--- config.mk ---
export PLATFORM = sky130hd
export DESIGN_NAME = config_spi_rx_flat
export DESIGN_NICKNAME = d
export VERILOG_FILES = /design/src/rtl/config_spi_rx_if.sv /design/src/rtl/config_spi_rx.sv /design/src/flat_wrapper.sv
export SDC_FILE = /design/constraint.sdc
export NUM_CORES = 1
export LEC_CHECK = 0
export ABC_AREA = 1
export BUFFER_PORTS_ARGS = -buffer_cell sky130_fd_sc_hd__clkbuf_2
export CAP_MARGIN = 5
export CELL_PAD_IN_SITES_DETAIL_PLACEMENT = 1
export CELL_PAD_IN_SITES_GLOBAL_PLACEMENT = 2
export CORE_MARGIN = 8
export CORE_UTILIZATION = 40
export DETAILED_ROUTE_END_ITERATION = 12
export HOLD_SLACK_MARGIN = 0.15
export PLACE_DENSITY = 0.87
export RECOVER_POWER = 25
export SETUP_SLACK_MARGIN = 0.1
export SLEW_MARGIN = 20
export SYNTH_ARGS = -nofsm -noshare
export SYNTH_HDL_FRONTEND = slang
export SYNTH_SLANG_ARGS = --single-unit
--- constraint.sdc ---
create_clock -name CLK -period 4.4 [get_ports CLK]
set_input_delay 0.44 -clock CLK [delete_from_list [all_inputs] [get_ports CLK]]
set_output_delay 0.44 -clock CLK [all_outputs]
set_load 0.1 [all_outputs]
--- src/rtl/config_spi_rx_if.sv ---
// rtl/config_spi_rx_if.sv - pin and word-output bundle for the SPI configuration receiver
//
// Signals:
//   sclk        external serial clock (asynchronous to CLK)
//   mosi        serial data, MSB first, sampled on sclk rising edge
//   cs_n        chip select, active low (asynchronous)
//   data        last completed 32-bit word
//   strobe      one-cycle pulse when data is updated
//   active      port busy, drives the configuration write-mux select
//   frame_err   one-cycle pulse when cs_n is released mid-word
//   word_count  words received in the current transaction (saturating)
//
// master: the side that drives the SPI pins (bench / pad ring)
// slave : the receiver itself
interface config_spi_rx_if;
    logic        sclk;
    logic        mosi;
    logic        cs_n;
    logic [31:0] data;
    logic        strobe;
    logic        active;
    logic        frame_err;
    logic [15:0] word_count;

    modport master (
        output sclk, mosi, cs_n,
        input  data, strobe, active, frame_err, word_count
    );

    modport slave (
        input  sclk, mosi, cs_n,
        output data, strobe, active, frame_err, word_count
    );
endinterface

--- src/rtl/config_spi_rx.sv ---
// rtl/config_spi_rx.sv - SPI mode-0 configuration word receiver in the fabric clock domain
//
// Parameters:
//   SYNC_STAGES  synchroniser depth on sclk, mosi and cs_n (2..4)
//   ACTIVE_HOLD  CLK cycles active stays high after cs_n deasserts (1..255)
//
// Ports:
//   CLK     fabric/configuration clock, rising edge
//   resetn  asynchronous active-low reset
//   bus     config_spi_rx_if.slave: sclk/mosi/cs_n in; data, strobe, active,
//           frame_err, word_count out
//
// Pipeline from a raw sclk rising edge to the strobe:
//   SYNC_STAGES cycles synchroniser -> 1 cycle registered edge detect ->
//   1 cycle data/strobe register.
module config_spi_rx #(
    parameter int SYNC_STAGES = 2,
    parameter int ACTIVE_HOLD = 16
) (
    input  logic            CLK,
    input  logic            resetn,
    config_spi_rx_if.slave  bus
);

    typedef enum logic [1:0] {
        ST_IDLE  = 2'd0,
        ST_SHIFT = 2'd1,
        ST_HOLD  = 2'd2
    } state_t;

    // The hold counter counts down to zero and the FSM leaves HOLD one cycle
    // after reaching it, so loading ACTIVE_HOLD-1 makes active fall exactly
    // ACTIVE_HOLD+1 cycles after the synchronised cs_n rises.
    localparam logic [7:0] HOLD_LOAD = 8'(ACTIVE_HOLD - 1);

    // ------------------------------------------------------------------
    // Synchronisers. All three pins use the same depth so mosi stays
    // aligned with the sclk edge it belongs to.
    // ------------------------------------------------------------------
    logic [SYNC_STAGES-1:0] sclk_sync_q;
    logic [SYNC_STAGES-1:0] mosi_sync_q;
    logic [SYNC_STAGES-1:0] csn_sync_q;

    logic sclk_s;
    logic mosi_s;
    logic csn_s;

    always_ff @(posedge CLK or negedge resetn) begin
        if (!resetn) begin
            sclk_sync_q <= '0;
            mosi_sync_q <= '0;
            csn_sync_q  <= '1;   // deselected while in reset
        end else begin
            sclk_sync_q <= {sclk_sync_q[SYNC_STAGES-2:0], bus.sclk};
            mosi_sync_q <= {mosi_sync_q[SYNC_STAGES-2:0], bus.mosi};
            csn_sync_q  <= {csn_sync_q[SYNC_STAGES-2:0],  bus.cs_n};
        end
    end

    assign sclk_s = sclk_sync_q[SYNC_STAGES-1];
    assign mosi_s = mosi_sync_q[SYNC_STAGES-1];
    assign csn_s  = csn_sync_q[SYNC_STAGES-1];

    // ------------------------------------------------------------------
    // Registered rising-edge detect. mosi is captured alongside so the
    // bit presented with edge_q is the one sampled on that sclk edge.
    // ------------------------------------------------------------------
    logic sclk_prev_q;
    logic edge_q;
    logic mosi_q;

    always_ff @(posedge CLK or negedge resetn) begin
        if (!resetn) begin
            sclk_prev_q <= 1'b0;
            edge_q      <= 1'b0;
            mosi_q      <= 1'b0;
        end else begin
            sclk_prev_q <= sclk_s;
            edge_q      <= sclk_s & ~sclk_prev_q;
            mosi_q      <= mosi_s;
        end
    end

    // ------------------------------------------------------------------
    // Receive FSM and datapath
    // ------------------------------------------------------------------
    state_t      state_q,    state_d;
    logic [31:0] shift_q,    shift_d;
    logic [31:0] data_q,     data_d;
    logic [4:0]  bit_cnt_q,  bit_cnt_d;
    logic [15:0] word_cnt_q, word_cnt_d;
    logic [7:0]  hold_cnt_q, hold_cnt_d;
    logic        strobe_q,   strobe_d;
    logic        ferr_q,     ferr_d;

    always_ff @(posedge CLK or negedge resetn) begin
        if (!resetn) begin
            state_q    <= ST_IDLE;
            shift_q    <= '0;
            data_q     <= '0;
            bit_cnt_q  <= '0;
            word_cnt_q <= '0;
            hold_cnt_q <= '0;
            strobe_q   <= 1'b0;
            ferr_q     <= 1'b0;
        end else begin
            state_q    <= state_d;
            shift_q    <= shift_d;
            data_q     <= data_d;
            bit_cnt_q  <= bit_cnt_d;
            word_cnt_q <= word_cnt_d;
            hold_cnt_q <= hold_cnt_d;
            strobe_q   <= strobe_d;
            ferr_q     <= ferr_d;
        end
    end

    always_comb begin
        state_d    = state_q;
        shift_d    = shift_q;
        data_d     = data_q;
        bit_cnt_d  = bit_cnt_q;
        word_cnt_d = word_cnt_q;
        hold_cnt_d = hold_cnt_q;
        strobe_d   = 1'b0;
        ferr_d     = 1'b0;

        case (state_q)
            ST_IDLE: begin
                if (!csn_s) begin
                    state_d    = ST_SHIFT;
                    shift_d    = '0;
                    bit_cnt_d  = '0;
                    word_cnt_d = '0;
                end
            end

            ST_SHIFT: begin
                // cs_n release wins over an sclk edge seen in the same cycle.
                if (csn_s) begin
                    state_d    = ST_HOLD;
                    hold_cnt_d = HOLD_LOAD;
                    // A partial word is simply abandoned: bit_cnt is cleared
                    // on the next entry to SHIFT, so its bits never surface.
                    if (bit_cnt_q != 5'd0) begin
                        ferr_d = 1'b1;
                    end
                end else if (edge_q) begin
                    shift_d   = {shift_q[30:0], mosi_q};
                    bit_cnt_d = bit_cnt_q + 5'd1;
                    if (bit_cnt_q == 5'd31) begin
                        data_d   = {shift_q[30:0], mosi_q};
                        strobe_d = 1'b1;
                        if (word_cnt_q != 16'hFFFF) begin
                            word_cnt_d = word_cnt_q + 16'd1;
                        end
                    end
                end
            end

            ST_HOLD: begin
                // Reselect keeps the port active; the new transaction starts
                // its word count from zero.
                if (!csn_s) begin
                    state_d    = ST_SHIFT;
                    shift_d    = '0;
                    bit_cnt_d  = '0;
                    word_cnt_d = '0;
                end else if (hold_cnt_q == 8'd0) begin
                    state_d = ST_IDLE;
                end else begin
                    hold_cnt_d = hold_cnt_q - 8'd1;
                end
            end

            default: begin
                state_d = ST_IDLE;
            end
        endcase
    end

    assign bus.data       = data_q;
    assign bus.strobe     = strobe_q;
    assign bus.active     = (state_q != ST_IDLE);
    assign bus.frame_err  = ferr_q;
    assign bus.word_count = word_cnt_q;

endmodule

--- src/flat_wrapper.sv ---
// flat-port wrapper written by rule: the top's interface ports become plain ports
module config_spi_rx_flat 
#(
    parameter int SYNC_STAGES = 2,
    parameter int ACTIVE_HOLD = 16
)
  (CLK, resetn, bus_sclk, bus_mosi, bus_cs_n, bus_data, bus_strobe, bus_active, bus_frame_err, bus_word_count);
  config_spi_rx_if bus_i ();
  input  logic CLK;
  input  logic resetn;
  input wire logic [$bits(bus_i.sclk)-1:0] bus_sclk;
  input wire logic [$bits(bus_i.mosi)-1:0] bus_mosi;
  input wire logic [$bits(bus_i.cs_n)-1:0] bus_cs_n;
  output wire logic [$bits(bus_i.data)-1:0] bus_data;
  output wire logic [$bits(bus_i.strobe)-1:0] bus_strobe;
  output wire logic [$bits(bus_i.active)-1:0] bus_active;
  output wire logic [$bits(bus_i.frame_err)-1:0] bus_frame_err;
  output wire logic [$bits(bus_i.word_count)-1:0] bus_word_count;
  assign bus_i.sclk = bus_sclk;
  assign bus_i.mosi = bus_mosi;
  assign bus_i.cs_n = bus_cs_n;
  assign bus_data = bus_i.data;
  assign bus_strobe = bus_i.strobe;
  assign bus_active = bus_i.active;
  assign bus_frame_err = bus_i.frame_err;
  assign bus_word_count = bus_i.word_count;
  config_spi_rx #(.SYNC_STAGES(SYNC_STAGES), .ACTIVE_HOLD(ACTIVE_HOLD)) u_core (.CLK(CLK), .resetn(resetn), .bus(bus_i));
endmodule
==> results.md <==
- Run status: finished with violations
- Violations in the final reports: capacitance limit, slew limit
- TritonCTS clock tree: yes
- Cell accounting for the most synthesized area: sky130_fd_sc_hd__dfrtp_1
- Critical path fanouts, max: 19
- Pwr/cell area: 399.7 nW/um^2
- Final Setup Violations: 0
- Peak ir drop on the vdd network: 191.5 uV
- Number of max-slew violations in the final report: 70
- Met3 wire len: 389 um
- DR iter-0 viols: 200
- Sequential fraction of design power: 48.2%
- Placed wire-length estimate after detailed placement: 7.090 mm
- Maximum number of pins on one net before global-route repair: 70
- Setup repair after global routing missed its margin: no
- Area of the die: 15740 sq um
- CTS Buffer Depth: 2
- Power Internal: 1.557 mW
- Number of warnings printed during yosys synthesis: 0
- Worst hold slack: 167.5 ps
- Mean Syn Cell Area: 9.843 sq um
- Gate power share: 10.8%
- Post-detailed-route wirelength per cell: 15.47 um
- Switching Power: 594.4 uW
- Hold crit path type: in2reg
- First-pass GRT wire length: 18.52 mm
- Clk network pwr share: 41.0%
- Number of vias in the routed layout: 3433
- Startpoint type of the worst setup path: flip-flop
- Routed length on met2: 5.111 mm
- Synth unique cells: 35
- Skew-Pair Late Insertion Delay: 360 ps
- Post-synthesis cell area: 4793 sq um
- Remaining number of nets flagged by the antenna check after routing: 0
- Max-cap viol count: 1
- Wire length after detailed routing: 10.64 mm
- Time the worst path needs with I/O delays and setup: 2480 ps
- Reg-to-reg setup timing slack: 2010 ps
- Post-Synthesis Net Count: 498
- Port Buffers: 55
- Number of cell rows: 40
- DR vias/cell: 4.990
- FILL cells: 1386
- Required time of the critical path: 3960 ps
- Top-level I/O count: 56
- Chip Height: 125.5 um
- Total Negative Setup Slacks: 0 ps
- Post-CTS setup buffers: 0
- Register bit count reported by yosys: 105
- Top post-synthesis cells by area: sky130_fd_sc_hd__dfrtp_1 54%, sky130_fd_sc_hd__nand2_1 8.5%, sky130_fd_sc_hd__o22ai_2 7.8%, sky130_fd_sc_hd__inv_1 5.0%, sky130_fd_sc_hd__o21ai_1 4.7%
- Number of remaining DRC errors: 0
- Share of the clock period used by the worst path: 56.36%
- Worst slew pin tran: 1751 ps
- Initial Util: 40.41%
- Storage cell area: 2630 sq um
- Multi-input gate area in the final layout: 1698 sq um
- Relative max-transition margin: -16.75%
- Floorplan die width: 125.5 um
- Clock Skew: 9.779 ps
- Number of CTS-inserted buffers: 9
- Core area: 11860 sq um
- Synthesis-to-finish area growth: 12.29%
- Antenna cells: 0
- NumNets Final: 548
- Share of cells above drive strength 1: 23.48%
- Post-CTS sizing: 0
- Top routing layer in use: met4
- Fraction of post-synthesis cell area in the top cell type by area: 53.77%
- Maximum frequency from static timing analysis: 0.4033 GHz
- First-pass iteration count of the detailed router: 4
- Via count of the first global-routing pass: 3634
- Cells after synthesis: 487
- Clock root buffer: sky130_fd_sc_hd__clkbuf_16
- Post-layout utilization of the core: 45.38%
- Leakage power: 2.472 nW
- Class of the most critical setup path: reg2out
- Number of clock sinks: 105
- Switch share: 27.63%
- GP Congestion: 0.7702
- Sort of element at the end of the critical path: output port
- Met1 WL: 4.931 mm
- Initial antenna violation count: 0
- Fraction of the yosys area taken by sequential cells: 54.87%
- Overall overflow remaining after global route: 0
- Power after layout: 2.151 mW
- H-tree depth: 3
- GRT Total Usage: 14.43%
- Clock slew at reported path FFs: 70 ps
- Hold-fix buffers at CTS: 0
- Number of hold violations in the final report: 0
- Arrival time at the worst endpoint: 2040 ps
==> synth_stat cells <==
cell / instances
sky130_fd_sc_hd__a21o_1: 1
sky130_fd_sc_hd__a21oi_1: 7
sky130_fd_sc_hd__a21oi_4: 1
sky130_fd_sc_hd__a22oi_1: 1
sky130_fd_sc_hd__a31oi_1: 3
sky130_fd_sc_hd__a41oi_1: 1
sky130_fd_sc_hd__and3_2: 1
sky130_fd_sc_hd__buf_1: 1
sky130_fd_sc_hd__buf_12: 3
sky130_fd_sc_hd__buf_4: 3
sky130_fd_sc_hd__buf_6: 10
sky130_fd_sc_hd__dfrtp_1: 103
sky130_fd_sc_hd__dfstp_2: 2
sky130_fd_sc_hd__ha_1: 6
sky130_fd_sc_hd__inv_1: 64
sky130_fd_sc_hd__inv_2: 3
sky130_fd_sc_hd__inv_4: 1
sky130_fd_sc_hd__inv_6: 1
sky130_fd_sc_hd__nand2_1: 108
sky130_fd_sc_hd__nand2_8: 1
sky130_fd_sc_hd__nand3_1: 27
sky130_fd_sc_hd__nand3_2: 1
sky130_fd_sc_hd__nand3_4: 1
sky130_fd_sc_hd__nand4_1: 5
sky130_fd_sc_hd__nor2_1: 32
sky130_fd_sc_hd__nor2_2: 4
sky130_fd_sc_hd__nor2_4: 2
sky130_fd_sc_hd__o21ai_0: 8
sky130_fd_sc_hd__o21ai_1: 45
sky130_fd_sc_hd__o21ai_2: 4
sky130_fd_sc_hd__o21ai_4: 1
sky130_fd_sc_hd__o22ai_1: 1
sky130_fd_sc_hd__o22ai_2: 30
sky130_fd_sc_hd__or2_2: 3
sky130_fd_sc_hd__xor2_1: 2
==> power by group through the flow <==
stage / Combinational (mW) / Sequential, mW / Clock (mW)
floorplan: 0.139 / 1.10 / 0
global placement: 0.231 / 1.05 / 0
detailed placement: 0.236 / 1.05 / 0
CTS: 0.238 / 1.04 / 0.907
global route: 0.259 / 1.04 / 0.931
finish: 0.233 / 1.04 / 0.882
==> registers in the layout, summed over array words and instances (netlist names), 2 cells and up <==
signal                 count
u_core.hold_cnt_q          8
u_core.bus.data           32
u_core.sclk_sync_q         2
u_core.state_q             2
u_core.csn_sync_q          2
u_core.bit_cnt_q           5
u_core.shift_q            31
u_core.mosi_sync_q         2
u_core.bus.word_count     16
==> worst max-delay path, stage by stage (launching register included) <==
cell and delay [ps]:
sky130_fd_sc_hd__dfrtp_1 990, sky130_fd_sc_hd__inv_6 110, sky130_fd_sc_hd__nand2_1 130, sky130_fd_sc_hd__clkbuf_2 460
==> per-stage QoR <==
stage                     cell area (sq um)  setup WS (ps)  cells
after CTS                              5385           1872    688
after floorplan                        4793           2272    487
after global routing                   5383           1789    688
after global placement                 5064           2077    673
after detailed placement               5064           1981    673
final                                  5383           1920    688
==> metal layers <==
layer  vias to the layer above  global-route usage [%]
met4                         0                   7.235
met2                        47                   23.01
li1                       1675                       -
met5                         -                       0
met1                      1700                   17.94
met3                        11                   3.442
==> cells in the final DEF, fill, tap and decap left out, types with 2 or more instances in the layout <==
cell                        instances
sky130_fd_sc_hd__a21oi_1            7
sky130_fd_sc_hd__a31oi_1            3
sky130_fd_sc_hd__bufinv_16          2
sky130_fd_sc_hd__clkbuf_16          9
sky130_fd_sc_hd__clkbuf_2          55
sky130_fd_sc_hd__dfrtp_1          103
sky130_fd_sc_hd__dfstp_2            2
sky130_fd_sc_hd__ha_1               6
sky130_fd_sc_hd__inv_1             64
sky130_fd_sc_hd__inv_2              3
sky130_fd_sc_hd__inv_6              3
sky130_fd_sc_hd__nand2_1          108
sky130_fd_sc_hd__nand3_1           27
sky130_fd_sc_hd__nand4_1            5
sky130_fd_sc_hd__nor2_1            32
sky130_fd_sc_hd__nor2_2             4
sky130_fd_sc_hd__nor2_4             2
sky130_fd_sc_hd__o21ai_0            8
sky130_fd_sc_hd__o21ai_1           45
sky130_fd_sc_hd__o21ai_2            4
sky130_fd_sc_hd__o22ai_2           30
sky130_fd_sc_hd__or2_2              3
sky130_fd_sc_hd__xor2_1             2
==> cells by family after synthesis <==
group | synth area share (%)
AOI/OAI and AO/OA | 16.52
xor gates and xnor gates | 0.3655
adders and majority gates | 1.566
buffers and inverters | 9.710
DFF | 54.87
and+or+nand+nor | 16.97
==> final cells by class <==
class	count	area share (%)
inverter	69	4.951
clock buffer	9	4.184
tap	147	3.417
timing repair buffer	56	5.253
multi-input combinational	296	31.54
sequential	105	48.86
clock inverter	6	1.790
==> final timing paths <==
| check | startpoint | to | cells past startpoint |
|---|---|---|---|
| setup reg to reg | u_core.state_q[0]$_DFFE_PN0P_ | u_core.bus.data[2]$_DFFE_PN0P_ | 6 |
| hold reg to reg | u_core.sclk_sync_q[0]$_DFF_PN0_ | u_core.sclk_sync_q[1]$_DFF_PN0_ | 0 |
| hold / removal | bus_cs_n | u_core.csn_sync_q[0]$_DFF_PN1_ | 1 |
| max in group asynchronous | resetn | u_core.bit_cnt_q[2]$_DFFE_PN0P_ | 2 |
| min in group asynchronous | resetn | u_core.bus.data[12]$_DFFE_PN0P_ | 1 |
| setup / recovery | u_core.state_q[0]$_DFFE_PN0P_ | bus_active | 3 |
(Power assumes the default switching activity.)
